[src/rtl/mult_sched_pkg.sv]
// Shared definitions for the two-port multiplier scheduler: FSM states,
// default operand width and requester port indices.
package mult_sched_pkg;

    localparam int unsigned W_DEFAULT = 5;

    localparam int unsigned P0 = 0;
    localparam int unsigned P1 = 1;

    typedef enum logic [1:0] {
        IDLE = 2'd0,
        RUN  = 2'd1,
        FIN  = 2'd2
    } state_t;

endpackage

[src/rtl/shift_add_dp.sv]
// Shift-and-add multiplier datapath. Holds the multiplicand (2W, shifted
// left each step), the multiplier (W, shifted right each step), the
// accumulator and the iteration counter. The scheduler drives load/step.
module shift_add_dp
    import mult_sched_pkg::*;
#(
    parameter int unsigned W = W_DEFAULT
) (
    input  logic           clk,
    input  logic           rst,
    input  logic           load,
    input  logic           step,
    input  logic [W-1:0]   a,
    input  logic [W-1:0]   b,
    output logic [2*W-1:0] acc,
    output logic           mplier_zero,
    output logic           cnt_last
);

    localparam int unsigned CW = $clog2(W) + 1;

    logic [2*W-1:0] mcand;
    logic [W-1:0]   mplier;
    logic [CW-1:0]  cnt;

    // Status reflects the values the current step will leave behind
    assign mplier_zero = ((mplier >> 1) == '0);
    assign cnt_last    = (cnt == CW'(W - 1));

    // Operand capture on load, one add/shift iteration per step
    always_ff @(posedge clk or posedge rst) begin
        if (rst) begin
            mcand  <= '0;
            mplier <= '0;
            acc    <= '0;
            cnt    <= '0;
        end else if (load) begin
            mcand  <= {{W{1'b0}}, a};
            mplier <= b;
            acc    <= '0;
            cnt    <= '0;
        end else if (step) begin
            if (mplier[0]) begin
                acc <= acc + mcand;
            end
            mcand  <= mcand << 1;
            mplier <= mplier >> 1;
            cnt    <= cnt + 1'b1;
        end
    end

endmodule

[src/rtl/mult_sched_2p.sv]
// Two-port round-robin scheduler in front of one shift-and-add multiplier.
// Grants one requester at a time, runs the multiply, then returns the
// product with a one-cycle DONE pulse to the owning port.
// Optional: define MULT_SCHED_EARLY_EXIT_EN to leave RUN as soon as the
// remaining multiplier bits are all zero (same results, shorter latency).
module mult_sched_2p
    import mult_sched_pkg::*;
#(
    parameter int unsigned W = W_DEFAULT
) (
    input  logic           CLK,
    input  logic           RST,
    input  logic [1:0]     REQ,
    input  logic [W-1:0]   A0,
    input  logic [W-1:0]   B0,
    input  logic [W-1:0]   A1,
    input  logic [W-1:0]   B1,
    output logic [1:0]     GNT,
    output logic [1:0]     DONE,
    output logic [2*W-1:0] PROD,
    output logic           BUSY,
    output logic           OWNER
);

`ifdef MULT_SCHED_EARLY_EXIT_EN
    localparam bit EARLY_EXIT = 1'b1;
`else
    localparam bit EARLY_EXIT = 1'b0;
`endif

    state_t         state;
    logic           last;
    logic           winner;
    logic           load;
    logic           step;
    logic           run_exit;
    logic [W-1:0]   a_sel;
    logic [W-1:0]   b_sel;
    logic [1:0]     gnt_vec;
    logic [1:0]     done_vec;
    logic [2*W-1:0] acc;
    logic           mplier_zero;
    logic           cnt_last;

    // Round-robin pick: a lone requester wins, a tie goes to the port != last
    always_comb begin
        winner = REQ[P1];
        if (REQ == 2'b11) begin
            winner = ~last;
        end
    end

    assign a_sel = winner ? A1 : A0;
    assign b_sel = winner ? B1 : B0;

    assign load     = (state == IDLE) && (REQ != 2'b00);
    assign step     = (state == RUN);
    assign run_exit = cnt_last | (EARLY_EXIT & mplier_zero);

    // One-hot pulse vectors for the granted and the finishing port
    always_comb begin
        gnt_vec          = '0;
        gnt_vec[winner]  = 1'b1;
        done_vec         = '0;
        done_vec[OWNER]  = 1'b1;
    end

    shift_add_dp #(
        .W (W)
    ) u_dp (
        .clk         (CLK),
        .rst         (RST),
        .load        (load),
        .step        (step),
        .a           (a_sel),
        .b           (b_sel),
        .acc         (acc),
        .mplier_zero (mplier_zero),
        .cnt_last    (cnt_last)
    );

    // Scheduler FSM with round-robin history and registered outputs
    always_ff @(posedge CLK or posedge RST) begin
        if (RST) begin
            state <= IDLE;
            last  <= 1'b1;
            GNT   <= '0;
            DONE  <= '0;
            PROD  <= '0;
            BUSY  <= 1'b0;
            OWNER <= 1'b0;
        end else begin
            GNT  <= '0;
            DONE <= '0;
            case (state)
                IDLE: begin
                    BUSY <= 1'b0;
                    if (load) begin
                        GNT   <= gnt_vec;
                        OWNER <= winner;
                        last  <= winner;
                        BUSY  <= 1'b1;
                        state <= RUN;
                    end
                end
                RUN: begin
                    if (run_exit) begin
                        state <= FIN;
                    end
                end
                FIN: begin
                    // BUSY stays high through the DONE cycle and drops in IDLE
                    PROD  <= acc;
                    DONE  <= done_vec;
                    state <= IDLE;
                end
                default: begin
                    state <= IDLE;
                end
            endcase
        end
    end

endmodule

[config.mk]
export PLATFORM = sky130hd
export DESIGN_NAME = mult_sched_2p
export DESIGN_NICKNAME = d
export VERILOG_FILES = /design/src/rtl/mult_sched_pkg.sv /design/src/rtl/shift_add_dp.sv /design/src/rtl/mult_sched_2p.sv
export SDC_FILE = /design/constraint.sdc
export NUM_CORES = 1
export LEC_CHECK = 0
export ABC_AREA = 1
export CAP_MARGIN = 20
export CORE_AREA = 4 4 73 75
export DETAILED_ROUTE_END_ITERATION = 8
export DIE_AREA = 0 0 77 79
export PLACE_DENSITY = 0.77
export SLEW_MARGIN = 20
export SYNTH_ARGS = -nofsm -noshare
export SYNTH_HDL_FRONTEND = slang
export SYNTH_SLANG_ARGS = --single-unit
[constraint.sdc]
create_clock -name CLK -period 1.85 [get_ports CLK]
set_input_delay 0.185 -clock CLK [delete_from_list [all_inputs] [get_ports CLK]]
set_output_delay 0.185 -clock CLK [all_outputs]
set_load 0.005 [all_outputs]
=== Word-level counts from Yosys, hierarchy flattened ===
Cells that the tools add are included.

* Bits in registers: 48
* Input port bits: 24
* Word-level logic and storage cells: 57

* $add $sub $neg: 2
* Magnitude comparators: 4
* Eq/ne operators: 6
* Muxes and demuxes: 23
* Bitwise gates (word level): 1
* Reductions and logical operators: 10

{| class="wikitable"
|+ Operators with widths
! cell !! count
|-
| $mux 10 || 5
|-
| $mux 5 || 4
|-
| $add 10x10->10 || 1
|-
| $mux 2 || 5
|-
| $mux 4 || 2
|-
| $reduce_and 2->1 || 3
|-
| $reduce_bool 2->1 || 3
|-
| $add 4x1->4 const B || 1
|-
| $eq 2x2->1 const B || 2
|-
| $eq 4x3->1 const B || 1
|-
| $lt 1x2->1 const B || 2
|-
| $mux 1 || 4
|-
| $pmux 2 s2 || 1
|-
| $logic_and 1x1->1 || 3
|-
| $demux 1 s1 || 2
|-
| $eq 2x1->1 const B || 1
|-
| $ge 1x1->1 const B || 2
|-
| $logic_not 2->1 || 1
|-
| $ne 2x1->1 const B || 1
|-
| $ne 2x2->1 const B || 1
|-
| $not 1->1 || 1
|}

=== Longest topological paths before layout ===
* Word-level depth: 8
* Gate-level depth with buffers: 10
* Gate-level depth less buffers: 10

=== Cells and area by module ===
Synthesis repeated with hierarchy kept, for this count alone.

* Cells, all modules: 320
* Area total of the unflattened synthesis: 2583.7 sq um

{| class="wikitable"
|+ By module, submodules not included
! module !! instances !! cells each !! area an instance (sq um)
|-
| shift_add_dp || 1 || 207 || 1714.1
|-
| mult_sched_2p || 1 || 113 || 869.6
|}

=== Worst setup path before layout ===
OpenSTA, ideal clock, no wires.

* Kind: flip-flop to flip-flop
* Start point: reg u_dp.acc[0]
* End point: reg u_dp.acc[6]
* Data arrival time: 1.457 ns
* Data required time: 1.727 ns
* Slack: 0.270 ns
* Cell stages (with the launch flop): 9
* Clock period less this slack: 1.580 ns
* Cell sequence: dfrtp_1 ha_1 fa_1 nand2_1 nand3_1 nand3_1 nand2_1 o21ai_0 nand2_1

* Longest elaborated chain between the ends: 4

{| class="wikitable"
|+ Ends and longest elaborated chain
! item !! line !! text
|-
| from (decl) || shift_add_dp.sv:15 || <nowiki>output logic [2*W-1:0] acc,</nowiki>
|-
| from (signal assigned) || shift_add_dp.sv:44 || <nowiki>acc <= acc + mcand;</nowiki>
|-
| $add 10x10->10 || shift_add_dp.sv:44 ||
|-
| $mux 10 || shift_add_dp.sv:43 || <nowiki>if (mplier[0]) begin</nowiki>
|-
| $mux 10 || shift_add_dp.sv:42 || <nowiki>end else if (step) begin</nowiki>
|-
| $mux 10 || shift_add_dp.sv:37 || <nowiki>end else if (load) begin</nowiki>
|}

No other way between the ends. The select of a mux whose other input is x is not followed.
A chain may end at the register's enable or synchronous reset.

=== Final worst setup path ===
* Start point: reg u_dp.mcand[0]
* End point: reg u_dp.acc[6]

* Longest elaborated chain between the ends: 4

{| class="wikitable"
|+ Ends and longest elaborated chain
! item !! line !! text
|-
| from (decl) || shift_add_dp.sv:22 || <nowiki>logic [2*W-1:0] mcand;</nowiki>
|-
| from (signal assigned) || shift_add_dp.sv:38 || <nowiki>mcand <= {{W{1'b0}}, a};</nowiki>
|-
| from (signal assigned) || shift_add_dp.sv:46 || <nowiki>mcand <= mcand << 1;</nowiki>
|-
| $add 10x10->10 || shift_add_dp.sv:44 ||
|-
| $mux 10 || shift_add_dp.sv:43 ||
|-
| $mux 10 || shift_add_dp.sv:42 ||
|-
| $mux 10 || shift_add_dp.sv:37 ||
|}

No other way between the ends. The select of a mux whose other input is x is not followed.

==> results.json <==
{
  "grt_max_degree": 28,
  "track_usage_pct": 17.65,
  "grt_pass1_wl_um": 8438,
  "drc_errors": 0,
  "yosysMostFrequentCell": "nand2_1",
  "final_antenna_net_count": 0,
  "critPathSlowestCell": "dfrtp_1",
  "cts_sinks": 48,
  "ys_ff_latch": 48,
  "synthTopCellsByCount": "99 x nand2_1, 47 x dfrtp_1, 32 x inv_1",
  "rows": 25,
  "reg2reg_from": "u_dp.mcand[0]$_DFFE_PP0P_",
  "diodes": 0,
  "synth.distinct_cells": 28,
  "arrival_ns": 1.93,
  "regArea_mm2": 0.001202,
  "worst_pin_slew_ns": 0.5365,
  "critPathLaunchType": "flip-flop",
  "dp_cells": 382,
  "rsz0062_at_grt": "false",
  "clockBufferDepth": 2,
  "start_util_pct": 51.89,
  "grt_pass1_vias": 1921,
  "setup_viol": 0,
  "ctsHoldBuffers": 0,
  "dp_hpwl_um": 3755,
  "power.leakage_nw": 1.495,
  "clock-root-buffer": "clkbuf_8",
  "p_per_area_mw_per_mm2": 1546,
  "tns_ns": 0,
  "routedWlPerCell_um": 12.84,
  "cts.clk_slew.worst_paths_ns": 0.09,
  "ys.flop_type": "dfrtp_1",
  "wl_um": 5006,
  "synth_top_area_share_pct": 48.63,
  "path_max_fanout": 3,
  "slew_headroom_pct": 64.23,
  "synth_area_leaders": "dfrtp_1 49%, nand2_1 15%, ha_1 5.7%, inv_1 5.0%, nand3_1 3.7%",
  "vias": 1999,
  "final_net_count": 371,
  "synth_nets": 326,
  "die_h_um": 79,
  "finalClockSkew_ns": 0.005057,
  "io_pins": 40,
  "synth_cells": 290,
  "critical_path_required_ns": 2.10,
  "layoutNonFillerInstCount": 390,
  "cts_resized": 0,
  "drv_cap": 0,
  "vias_per_cell": 5.126,
  "core-area_mm2": 0.004661,
  "area_growth_pct": 23.28,
  "min_period_over_period_pct": 91.13,
  "startpoint": "u_dp.mcand[0]$_DFFE_PP0P_",
  "drt_first_pass_iters": 4,
  "io_buffers": 39,
  "cp_common_cell": "nand2_1",
  "async_reset_ff_share_pct": 100.0,
  "avgSynthCellArea_um2": 8.340,
  "cts_buffers": 5,
  "hold_violations": 0,
  "max_stage_delay_ns": 0.41,
  "cp-end-kind": "flip-flop",
  "ir_drop_v": 0.0007974,
  "insertion_delay_ns": 0.30,
  "max_freq_mhz": 593.2,
  "gp_congestion": 0.8859,
  "htreeDepth": 2,
  "cts_tree": "done",
  "status": "finished clean",
  "fillCellCount": 399,
  "multi_input_area_mm2": 0.001052,
  "synth_edf_count": 0,
  "synth_top_area_cell": "dfrtp_1",
  "antenna_found_initial": 0,
  "crit_type": "reg2reg",
  "die_w_um": 77,
  "finalCriticalPeriod_ns": 1.686,
  "grt_overflow": 0,
  "path_cells": "ha_2 -> fa_2 -> nand2_1 -> nand3_1 -> nand3_1 -> nand2_1 -> a21oi_1 -> o21ai_0 -> nand2_1",
  "yosysWarnings": 0,
  "initialDrtViolationCount": 83,
  "dieArea_mm2": 0.006083,
  "cts_setup_buffers": 0,
  "slew_violations": 0,
  "synth.cell_area_mm2": 0.002419,
  "hp-class": "in2async",
  "drive_above_1_share_pct": 8.036,
  "yosysSeqAreaShare_pct": 49.72
}
## area by class of cell
cell class	instances	share of cell area (%)
sequential	48	40.33
multi-input combinational	201	35.29
timing repair buffer	44	14.77
inverter	35	4.406
clock buffer	5	2.308
tap	54	2.266
clock inverter	3	0.6295
## layer usage
| layer | up-vias | wire (µm) | track usage [%] | share of wire (%) |
|---|---|---|---|---|
| li1 | 1021 | - | - | - |
| met1 | 913 | 2223 | 20.97 | 44 |
| met2 | 53 | 2424 | 30.66 | 48 |
| met3 | 12 | 197 | 3.175 | 3.9 |
| met4 | 0 | 160 | 9.253 | 3.2 |
| met5 | - | 0 | 0 | 0 |
## report_power, final
part	switching (mW)	internal (mW)
clock	0.353	0.264
sequential	0.281	1.49
combinational	1.25	0.971
## metrics by stage
step / total power [mW] / util [%] / hold WS, ns / instance area (µm²) / setup WS, ns
finish: 4.609 / 63.97 / 0.2174 / 2982 / 0.1641
global route: 5.041 / 63.97 / 0.2526 / 2982 / 0.03123
detailed placement: 3.997 / 61.99 / 0.4490 / 2889 / 0.1096
global placement: 3.923 / 61.99 / 0.4525 / 2889 / 0.1810
floorplan: 3.237 / - / 0.3131 / 2419 / 0.2704
CTS: 4.643 / 63.87 / 0.2271 / 2977 / 0.05947
## sequential cells by signal, summed over array words and instances (netlist names)
name	cells
GNT	2
OWNER	1
DONE	2
PROD	10
u_dp.cnt	4
state	2
u_dp.acc	10
u_dp.mcand	10
u_dp.mplier	5
BUSY	1
last	1
## cells in the final DEF (no fill, tap or decap), drive strengths merged
cell type      count
fa                 1
inv               34
a22oi              2
a21oi              9
or2                1
dfrtp             47
o21a               1
ha                11
nand4              2
clkinv             4
nand3             18
o22ai              6
nand2            103
clkbuf             5
dfstp              1
a31oi              2
xor2               2
clkdlybuf4s50     39
buf                5
mux2               4
xnor2              2
nor2              15
o21ai             22
## worst max-delay path, delay by kind of cell, from the launching register on
| kind | cells | cell delay (ns) |
|---|---|---|
| adder cells (fa/ha/maj) | 2 | 0.57 |
| flip-flops | 1 | 0.41 |
| AO/OA/AOI/OAI | 2 | 0.21 |
| AND/OR/NAND/NOR | 5 | 0.46 |
## path summary, 6_finish.rpt
kind,end,cells past startpoint,slack [ns]
min reg2reg,DONE[0]$_DFF_PP0_,1,0.46
max reg2reg,u_dp.acc[6]$_DFFE_PP0P_,9,0.16
min in group CLK,u_dp.mplier[0]$_DFFE_PP0P_,3,0.44
max,u_dp.acc[6]$_DFFE_PP0P_,9,0.16
min,OWNER$_DFFE_PP0P_,2,0.22
max in group asynchronous,u_dp.acc[3]$_DFFE_PP0P_,3,1.13
## logic make-up after synthesis
| group | synth area share [%] |
|---|---|
| buf+inv | 6.984 |
| fa+ha+maj | 6.518 |
| mux | 1.862 |
| flops | 49.72 |
| compound gates | 10.04 |
| xor+xnor | 1.449 |
| simple gates | 23.44 |
Power figures use the tool's default switching activity.
